[src/rtl/rcon_sequencer.sv]
// Rcon / word-schedule sequencer for AES key expansion.
// Walks the expanded-key word index forward (expansion) or backward
// (on-the-fly decryption key regeneration). Rcon is produced iteratively
// in GF(2^8), and each word goes out on a valid/ready handshake.
//
// state  | meaning
// -------+-----------------------------------------------------------
// S_IDLE | waiting for start; outputs all zero
// S_RUN  | presenting word_idx / rcon / flags, stepping on handshake
// S_DONE | one-cycle done pulse after the final handshake
module rcon_sequencer #(
   parameter int NK    = 4,
   parameter int IDX_W = 6
) (
   input  logic             clk,
   input  logic             rst_n,
   input  logic             start,
   input  logic             dir,
   input  logic             abort,
   input  logic             out_ready,
   output logic             out_valid,
   output logic [IDX_W-1:0] word_idx,
   output logic [31:0]      rcon_word,
   output logic             rot_sub,
   output logic             sub_only,
   output logic             last,
   output logic             busy,
   output logic             done
);

   localparam int TOTAL = 4 * NK + 28;
   localparam int I_LO  = NK;
   localparam int I_HI  = TOTAL - 1;
   localparam int PH_HI = I_HI % NK;
   localparam logic [7:0] RC_FINAL = (NK == 4) ? 8'h36 : (NK == 6) ? 8'h80 : 8'h40;

   generate
      if (!(NK == 4 || NK == 6 || NK == 8)) begin : g_bad_nk
         $error("rcon_sequencer: NK must be 4, 6 or 8");
      end
      if (TOTAL > (1 << IDX_W)) begin : g_bad_idx_w
         $error("rcon_sequencer: IDX_W too narrow for the word index");
      end
   endgenerate

   typedef enum logic [1:0] {
      S_IDLE = 2'd0,
      S_RUN  = 2'd1,
      S_DONE = 2'd2
   } state_t;

   state_t           state_q;
   state_t           state_d;
   logic             dir_q;
   logic [IDX_W-1:0] idx_q;
   logic [2:0]       ph_q;
   logic [7:0]       rcon_q;

   logic run;
   logic hs;
   logic is_rot;
   logic is_sub;
   logic is_last;
   logic launch;

   assign run     = (state_q == S_RUN);
   assign hs      = run && out_ready;
   assign launch  = (state_q == S_IDLE) && start && !abort;
   // ph_q tracks idx mod NK, so no divider is needed for the qualifiers
   assign is_rot  = (ph_q == 3'd0);
   assign is_sub  = (NK == 8) && (ph_q == 3'd4);
   assign is_last = (idx_q == (dir_q ? IDX_W'(I_LO) : IDX_W'(I_HI)));

   // state register
   always_ff @(posedge clk or negedge rst_n) begin
      if (!rst_n) state_q <= S_IDLE;
      else        state_q <= state_d;
   end

   // next-state logic; abort has priority over a same-cycle handshake
   always_comb begin
      state_d = state_q;
      case (state_q)
         S_IDLE: if (launch) state_d = S_RUN;
         S_RUN: begin
            if (abort)              state_d = S_IDLE;
            else if (hs && is_last) state_d = S_DONE;
         end
         S_DONE:  state_d = S_IDLE;
         default: state_d = S_IDLE;
      endcase
   end

   // index, phase and Rcon datapath; cleared whenever a run ends
   always_ff @(posedge clk or negedge rst_n) begin
      if (!rst_n) begin
         dir_q  <= 1'b0;
         idx_q  <= '0;
         ph_q   <= 3'd0;
         rcon_q <= 8'h01;
      end else if (launch) begin
         dir_q  <= dir;
         idx_q  <= dir ? IDX_W'(I_HI) : IDX_W'(I_LO);
         ph_q   <= dir ? 3'(PH_HI) : 3'd0;
         rcon_q <= dir ? RC_FINAL : 8'h01;
      end else if (run && (abort || (hs && is_last))) begin
         dir_q  <= 1'b0;
         idx_q  <= '0;
         ph_q   <= 3'd0;
         rcon_q <= 8'h01;
      end else if (hs) begin
         if (!dir_q) begin
            idx_q <= idx_q + 1'b1;
            ph_q  <= (ph_q == 3'(NK - 1)) ? 3'd0 : ph_q + 3'd1;
            if (is_rot)
               rcon_q <= {rcon_q[6:0], 1'b0} ^ (rcon_q[7] ? 8'h1b : 8'h00);
         end else begin
            idx_q <= idx_q - 1'b1;
            ph_q  <= (ph_q == 3'd0) ? 3'(NK - 1) : ph_q - 3'd1;
            if (is_rot)
               rcon_q <= {1'b0, rcon_q[7:1]} ^ (rcon_q[0] ? 8'h8d : 8'h00);
         end
      end
   end

   // outputs decode only registered state, so they hold while stalled
   always_comb begin
      out_valid = run;
      word_idx  = run ? idx_q : '0;
      rot_sub   = run && is_rot;
      sub_only  = run && is_sub;
      rcon_word = (run && is_rot) ? {rcon_q, 24'h0} : 32'h0;
      last      = run && is_last;
      busy      = run;
      done      = (state_q == S_DONE);
   end

endmodule

[config.mk]
export PLATFORM = sky130hd
export DESIGN_NAME = rcon_sequencer
export DESIGN_NICKNAME = d
export VERILOG_FILES = /design/src/rtl/rcon_sequencer.sv
export SDC_FILE = /design/constraint.sdc
export NUM_CORES = 1
export LEC_CHECK = 0
export CORE_ASPECT_RATIO = 1.75
export CORE_MARGIN = 10
export CORE_UTILIZATION = 48
export DETAILED_ROUTE_END_ITERATION = 7
export PLACE_DENSITY = 0.81
export SYNTH_ARGS = -nofsm -noshare
export SYNTH_HDL_FRONTEND = slang
export SYNTH_SLANG_ARGS = --single-unit
export TNS_END_PERCENT = 5
[constraint.sdc]
create_clock -name clk -period 2.8 [get_ports clk]
set_input_delay 0.56 -clock clk [delete_from_list [all_inputs] [get_ports clk]]
set_output_delay 0.56 -clock clk [all_outputs]
set_load 0.005 [all_outputs]
======== Word level (Yosys, flattened, before mapping) ========
Index checks and enable logic that the tools add are counted.
Widths: inputs -> output; s select.
word-level totals
  flip-flop bits (word level) ............. 20
  input bits .............................. 6
  output and inout port bits .............. 44
  logic and storage cells ................. 63
cells by class
  $add $sub $neg .......................... 4
  equality and inequality tests ........... 6
  multiplexer cells ....................... 30
  bitwise logic cells ..................... 2
  reduce and logical (&&, ||, !) cells .... 16
operators by type and width
  cell                 count
  $mux 8               7
  $mux 6               8
  $mux 32              1
  $mux 3               6
  $mux 2               4
  $xor 7x8->8          1
  $xor 8x5->8          1
  $logic_and 1x1->1    7
  $add 6x1->6 const B  1
  $eq 6x6->1           1
  $reduce_bool 3->1    2
  $sub 6x1->6 const B  1
  $mux 5               1
  $pmux 2 s2           1
  $reduce_and 2->1     2
  $add 3x1->3 const B  1
  $eq 3x2->1 const B   1
  $logic_not 3->1      1
  $ne 3x2->1 const B   1
  $sub 3x1->3 const B  1
  $eq 2x1->1 const B   1
  $eq 2x2->1 const B   1
  $logic_not 2->1      1
  $mux 1               2
  other kinds (4)      4

======== Longest topological paths before layout ========
Gate-level depths: netlist of the first run.
  depth in word-level cells ............... 7
  mapped depth ............................ 7
  gate-level depth less buffers ........... 6

======== Worst setup path before layout of the first run ========
OpenSTA, ideal clock, no wires.
  path type ............................... register to register
  from .................................... register dir_q
  to ...................................... register rcon_q[0]
  library setup time ...................... 79 ps
  data arrival time ....................... 1924 ps
  required time ........................... 2721 ps
  slack ................................... 797 ps
  cell stages (with the launch flop) ...... 8
  buffers on the path ..................... 1
  period minus slack after synthesis ...... 2003 ps
  cells stage by stage .................... dfrtp_1 ha_1 nand4bb_1 a2111oi_4 or2_1 buf_6 o21ai_4 a22o_1
between the ends
  word-level cells in the longest chain between the ends .. 7
  elaborated cells on any way between the ends .. 12
  classes of those cells .................. eq/ne (1); mux (5); reduce/logical (6)
RTL lines
  what                                                   line  text
  start, declared                                        54    logic dir_q;
  start signal, assigned                                 102   dir_q <= dir;
  $mux 6                                                 72    assign is_last = (idx_q == (dir_q ? IDX_W'(I_LO) : IDX_W'(I_HI)));
  $eq 6x6->1                                             72
  $logic_and 1x1->1                                      106   end else if (run && (abort || (hs && is_last))) begin
  $logic_or 1x1->1                                       106
  $logic_and 1x1->1                                      106
  $reduce_bool 3->1 (no line) or $mux 8 (tied branches)  --
  $reduce_and 2->1 (no line) or $mux 8 (tied branches)   --
  end signal, assigned                                   105   rcon_q <= dir ? RC_FINAL : 8'h01;
  end signal, assigned                                   116   rcon_q <= {rcon_q[6:0], 1'b0} ^ (rcon_q[7] ? 8'h1b : 8'h00);
  end signal, assigned                                   121   rcon_q <= {1'b0, rcon_q[7:1]} ^ (rcon_q[0] ? 8'h8d : 8'h00);
  end, declared                                          57    logic [7:0] rcon_q;
Parallel ways exist; a longest one is shown, timed or not. The select of a mux whose other input is x is not followed.
A chain may end at the register's enable or synchronous reset.

======== Worst setup path after layout of the first run ========
  from .................................... register dir_q
  to ...................................... output port last
between the ends
  word-level cells in the longest chain between the ends .. 3
RTL lines
  what               line  text
  $mux 6             72
  $eq 6x6->1         72
  $logic_and 1x1->1  133   last = run && is_last;
  end, declared      26    output logic last,
No other way between the ends.

==> metrics.json, run 1 <==
{
  "critical_path.top_delay_family": {"value": "buffers and inverters"},
  "floorplan_core_area": {"value": 0.00340, "unit": "mm²"},
  "post_cts_hold_buffer_count": {"value": 0},
  "timing.critical_path.slowest_cell_delay": {"value": 0.55, "unit": "ns"},
  "grt_pass1_wl": {"value": 6.81, "unit": "mm"},
  "end_kind": {"value": "output port"},
  "tritoncts_clock_tree": {"value": "done"},
  "flow.area_growth_from_synthesis": {"value": 17.0, "unit": "%"},
  "multi_input_comb_area": {"value": 0.00104, "unit": "mm²"},
  "tritoncts.num_buffers": {"value": 3},
  "synthesis.area": {"value": 0.00169, "unit": "mm²"},
  "synth.top_cell.area_share": {"value": 0.282},
  "area_of_the_die": {"value": 0.00638, "unit": "mm²"},
  "most_instantiated_library_cell_after_synthesis": {"value": "sky130_fd_sc_hd__buf_4"},
  "nNetsFinal": {"value": 229},
  "timing.critical_path.cells": {"value": "ha_1, nand4bb_4, a211oi_1, clkdlybuf4s50_1"},
  "grt_start_max_net_pins": {"value": 21},
  "regArea": {"value": 503, "unit": "µm²"},
  "critPathKind": {"value": "reg -> out"},
  "global_route.overflow_total": {"value": 0},
  "wl_per_cell": {"value": 15.4, "unit": "µm"},
  "ant_nets": {"value": 0},
  "post_cts_buffers": {"value": 0},
  "timing.hold.worst.class": {"value": "reg -> reg"},
  "dr.first_iter.drc_count": {"value": 40},
  "power_density_of_the_placed_cells": {"value": 886, "unit": "mW/mm²"},
  "synth.yosys.warnings": {"value": 0},
  "timing.clock.skew": {"value": 0.00492, "unit": "ns"},
  "worst_setup_hold_path_clk_slew": {"value": 0.08, "unit": "ns"},
  "gp_congestion": {"value": 0.846},
  "total_routing_usage_gr": {"value": 0.126},
  "achievable-frequency": {"value": 374, "unit": "MHz"},
  "setup_repair_after_global_routing_missed_its_margin": {"value": "false"},
  "period_share": {"value": 0.954},
  "crit_path_start": {"value": "dir_q"},
  "critical_path.max_fanout": {"value": 6},
  "wirelength": {"value": 3.99, "unit": "mm"},
  "report.final.slew_viol_count": {"value": 0},
  "worst_ep_arrival_time": {"value": 2.11, "unit": "ns"},
  "synthesis.area_per_instance": {"value": 8.88, "unit": "µm²"},
  "clkLatencyLatePin": {"value": 0.26, "unit": "ns"},
  "synth_ff_type": {"value": "sky130_fd_sc_hd__dfrtp_1"},
  "p_leak": {"value": 0.000880, "unit": "µW"},
  "postSynthRegisterBits": {"value": 20},
  "worst_hold_startpoint": {"value": "idx_q[4]"},
  "row_count": {"value": 28},
  "initial_core_util": {"value": 0.496},
  "min_period": {"value": 2.67, "unit": "ns"},
  "io-pin-count": {"value": 50},
  "synth-async-reset-ratio": {"value": 1.00},
  "synth.top_cells.by_area": {"value": "sky130_fd_sc_hd__dfrtp_1 (28%), sky130_fd_sc_hd__buf_4 (12%), sky130_fd_sc_hd__a21oi_1 (6.2%), sky130_fd_sc_hd__ha_1 (5.2%), sky130_fd_sc_hd__and3_1 (3.0%)"},
  "rr_startpoint": {"value": "dir_q"},
  "slew_headroom": {"value": 0.588},
  "chipWidth": {"value": 64.8, "unit": "µm"},
  "timing_worst_slew_pin_value": {"value": 0.618, "unit": "ns"},
  "hold_viol": {"value": 0},
  "cts-root-to-sink-buffers": {"value": 2},
  "yosys.cell_types.count": {"value": 51},
  "filler_cells": {"value": 325},
  "root_buffer": {"value": "sky130_fd_sc_hd__clkbuf_8"},
  "synth_enable_flop_cells": {"value": 0},
  "post_detail_place_hpwl": {"value": 3.15, "unit": "mm"},
  "route.detailed.vias_per_inst": {"value": 5.32},
  "antenna_violations_before_repair": {"value": 0},
  "worst_path_max_delay_cell": {"value": "sky130_fd_sc_hd__clkdlybuf4s50_1"},
  "synth-seq-area-share": {"value": 0.297},
  "routed-via-count": {"value": 1377},
  "crit_required": {"value": 2.24, "unit": "ns"},
  "antenna-diode-count": {"value": 0},
  "yosys-top-cells-count": {"value": "sky130_fd_sc_hd__buf_4 (26), sky130_fd_sc_hd__a21oi_1 (21), sky130_fd_sc_hd__dfrtp_1 (19)"},
  "setup_viol_count_final": {"value": 0},
  "peak_ir_drop_on_the_vdd_network": {"value": 536, "unit": "µV"},
  "first_global_vias": {"value": 1448},
  "numClockSinks": {"value": 20},
  "drt-pass1-iter-count": {"value": 6},
  "max-cap-violations": {"value": 0},
  "postSynthCellCount": {"value": 190},
  "buffer_ports.inserted": {"value": 24},
  "worst-path-buf-inv": {"value": 1},
  "crit_path_start_kind": {"value": "flip-flop"},
  "drc_violation_count_after_routing": {"value": 0},
  "fraction_of_layout_instances_using_a_drive_strength_above_1": {"value": 0.103},
  "final_core_utilization": {"value": 0.581},
  "die_height": {"value": 98.4, "unit": "µm"},
  "synth_top_area_cell": {"value": "sky130_fd_sc_hd__dfrtp_1"},
  "result_of_the_run": {"value": "complete, no violations"},
  "h-tree-depth": {"value": 1},
  "setup-tns-final": {"value": 0, "unit": "ns"}
}
area by class of cell:
type                            instances  share of cell area
Timing Repair Buffer                   30               0.145
Sequential cell                        20               0.255
Tap cell                               45              0.0285
Clock buffer                            3              0.0209
Clock inverter                          1              0.0152
Multi-Input combinational cell        155               0.526
Inverter                                5             0.00951
layout by cell type, fill, tap and decap left out, types with 3 or more instances in the layout:
cell type | netlist | routed
sky130_fd_sc_hd__a21oi_1 | 21 | 21
sky130_fd_sc_hd__o21ai_0 | 6 | 6
sky130_fd_sc_hd__o22a_1 | 4 | 4
sky130_fd_sc_hd__clkdlybuf4s50_1 | 0 | 24
sky130_fd_sc_hd__nor2_1 | 12 | 12
sky130_fd_sc_hd__dfrtp_1 | 19 | 18
sky130_fd_sc_hd__and2_1 | 5 | 5
sky130_fd_sc_hd__inv_1 | 5 | 5
sky130_fd_sc_hd__clkbuf_8 | 0 | 3
sky130_fd_sc_hd__mux2i_1 | 5 | 5
sky130_fd_sc_hd__xnor2_1 | 3 | 3
sky130_fd_sc_hd__a21o_1 | 3 | 3
sky130_fd_sc_hd__nand2_1 | 6 | 6
sky130_fd_sc_hd__conb_1 | 1 | 25
sky130_fd_sc_hd__a31oi_1 | 3 | 3
sky130_fd_sc_hd__ha_1 | 7 | 7
sky130_fd_sc_hd__buf_4 | 26 | 6
sky130_fd_sc_hd__o2bb2ai_1 | 3 | 3
sky130_fd_sc_hd__xor2_1 | 5 | 5
sky130_fd_sc_hd__nor3_1 | 3 | 3
sky130_fd_sc_hd__and3_1 | 8 | 8
sky130_fd_sc_hd__nor2b_1 | 3 | 3
sky130_fd_sc_hd__nand2b_1 | 4 | 4
worst reg2reg max path, delay by kind of cell (launching register included):
| family | cells | cell delay, ns |
|---|---|---|
| and+or+nand+nor | 2 | 0.78 |
| DFF | 1 | 0.45 |
| buffers and inverters | 1 | 0.18 |
| AOI/OAI and AO/OA | 3 | 0.75 |
cell families after synthesis:
logic type | share of synthesized area
mux | 0.0297
buf+inv | 0.150
other cells | 0.00222
compound gates | 0.235
fa+ha+maj | 0.0638
flops | 0.297
simple gates | 0.180
xor+xnor | 0.0415
state kept, by name, indices dropped and copies added, names as in the netlist:
name     cells
dir_q        1
idx_q        6
ph_q         3
rcon_q       8
state_q      2
metrics by stage:
stage | setup slack, ns | cells | cell area, µm² | hold slack, ns | power, µW
after detailed placement | 0.160 | 255 | 1880 | 0.531 | 1430
final | 0.129 | 259 | 1970 | 0.560 | 1750
after floorplan | 0.797 | 214 | 1780 | 0.264 | 1200
after global placement | 0.200 | 255 | 1880 | 0.526 | 1400
after CTS | 0.0789 | 259 | 1970 | 0.570 | 1750
after global routing | 0.0335 | 259 | 1970 | 0.604 | 1900
power breakdown:
group	internal [µW]	leakage (µW)	switching, µW	total, µW
combinational	447	0.000605	453	900
clock	191	0.0000357	97.7	288
sequential	408	0.000239	151	560
routing by layer:
| layer | up-vias | GRT usage | part of all wire |
|---|---|---|---|
| li1 | 670 | - | - |
| met1 | 653 | 0.127 | 0.37 |
| met2 | 48 | 0.234 | 0.56 |
| met3 | 6 | 0.0261 | 0.049 |
| met4 | 0 | 0.0629 | 0.022 |
| met5 | - | 0 | 0 |
path summary, 6_finish.rpt:
check                      cells after the start   endpoint  slack [ns]
setup / recovery                               4       last        0.13
hold / removal                                 2   idx_q[4]        0.56
setup reg to reg                               6  rcon_q[0]        0.58
hold reg to reg                                2   idx_q[4]        0.56
max in group asynchronous                      2  rcon_q[0]        1.89
min in group asynchronous                      2   idx_q[5]        0.64
what timing repair did:
action | in CTS | in global routing
setup endpoints to repair | 1 | 1
gates resized for setup | 1 | 1
pin swaps | 0 | 0
Power figures use the tool's default switching activity.
==> run 2, diff against run 1 <==
- CTS_CLUSTER_SIZE: unset -> 28
==> results of run 2 <==
No change in the layout: final DEF, timing and power equal those of run 1.
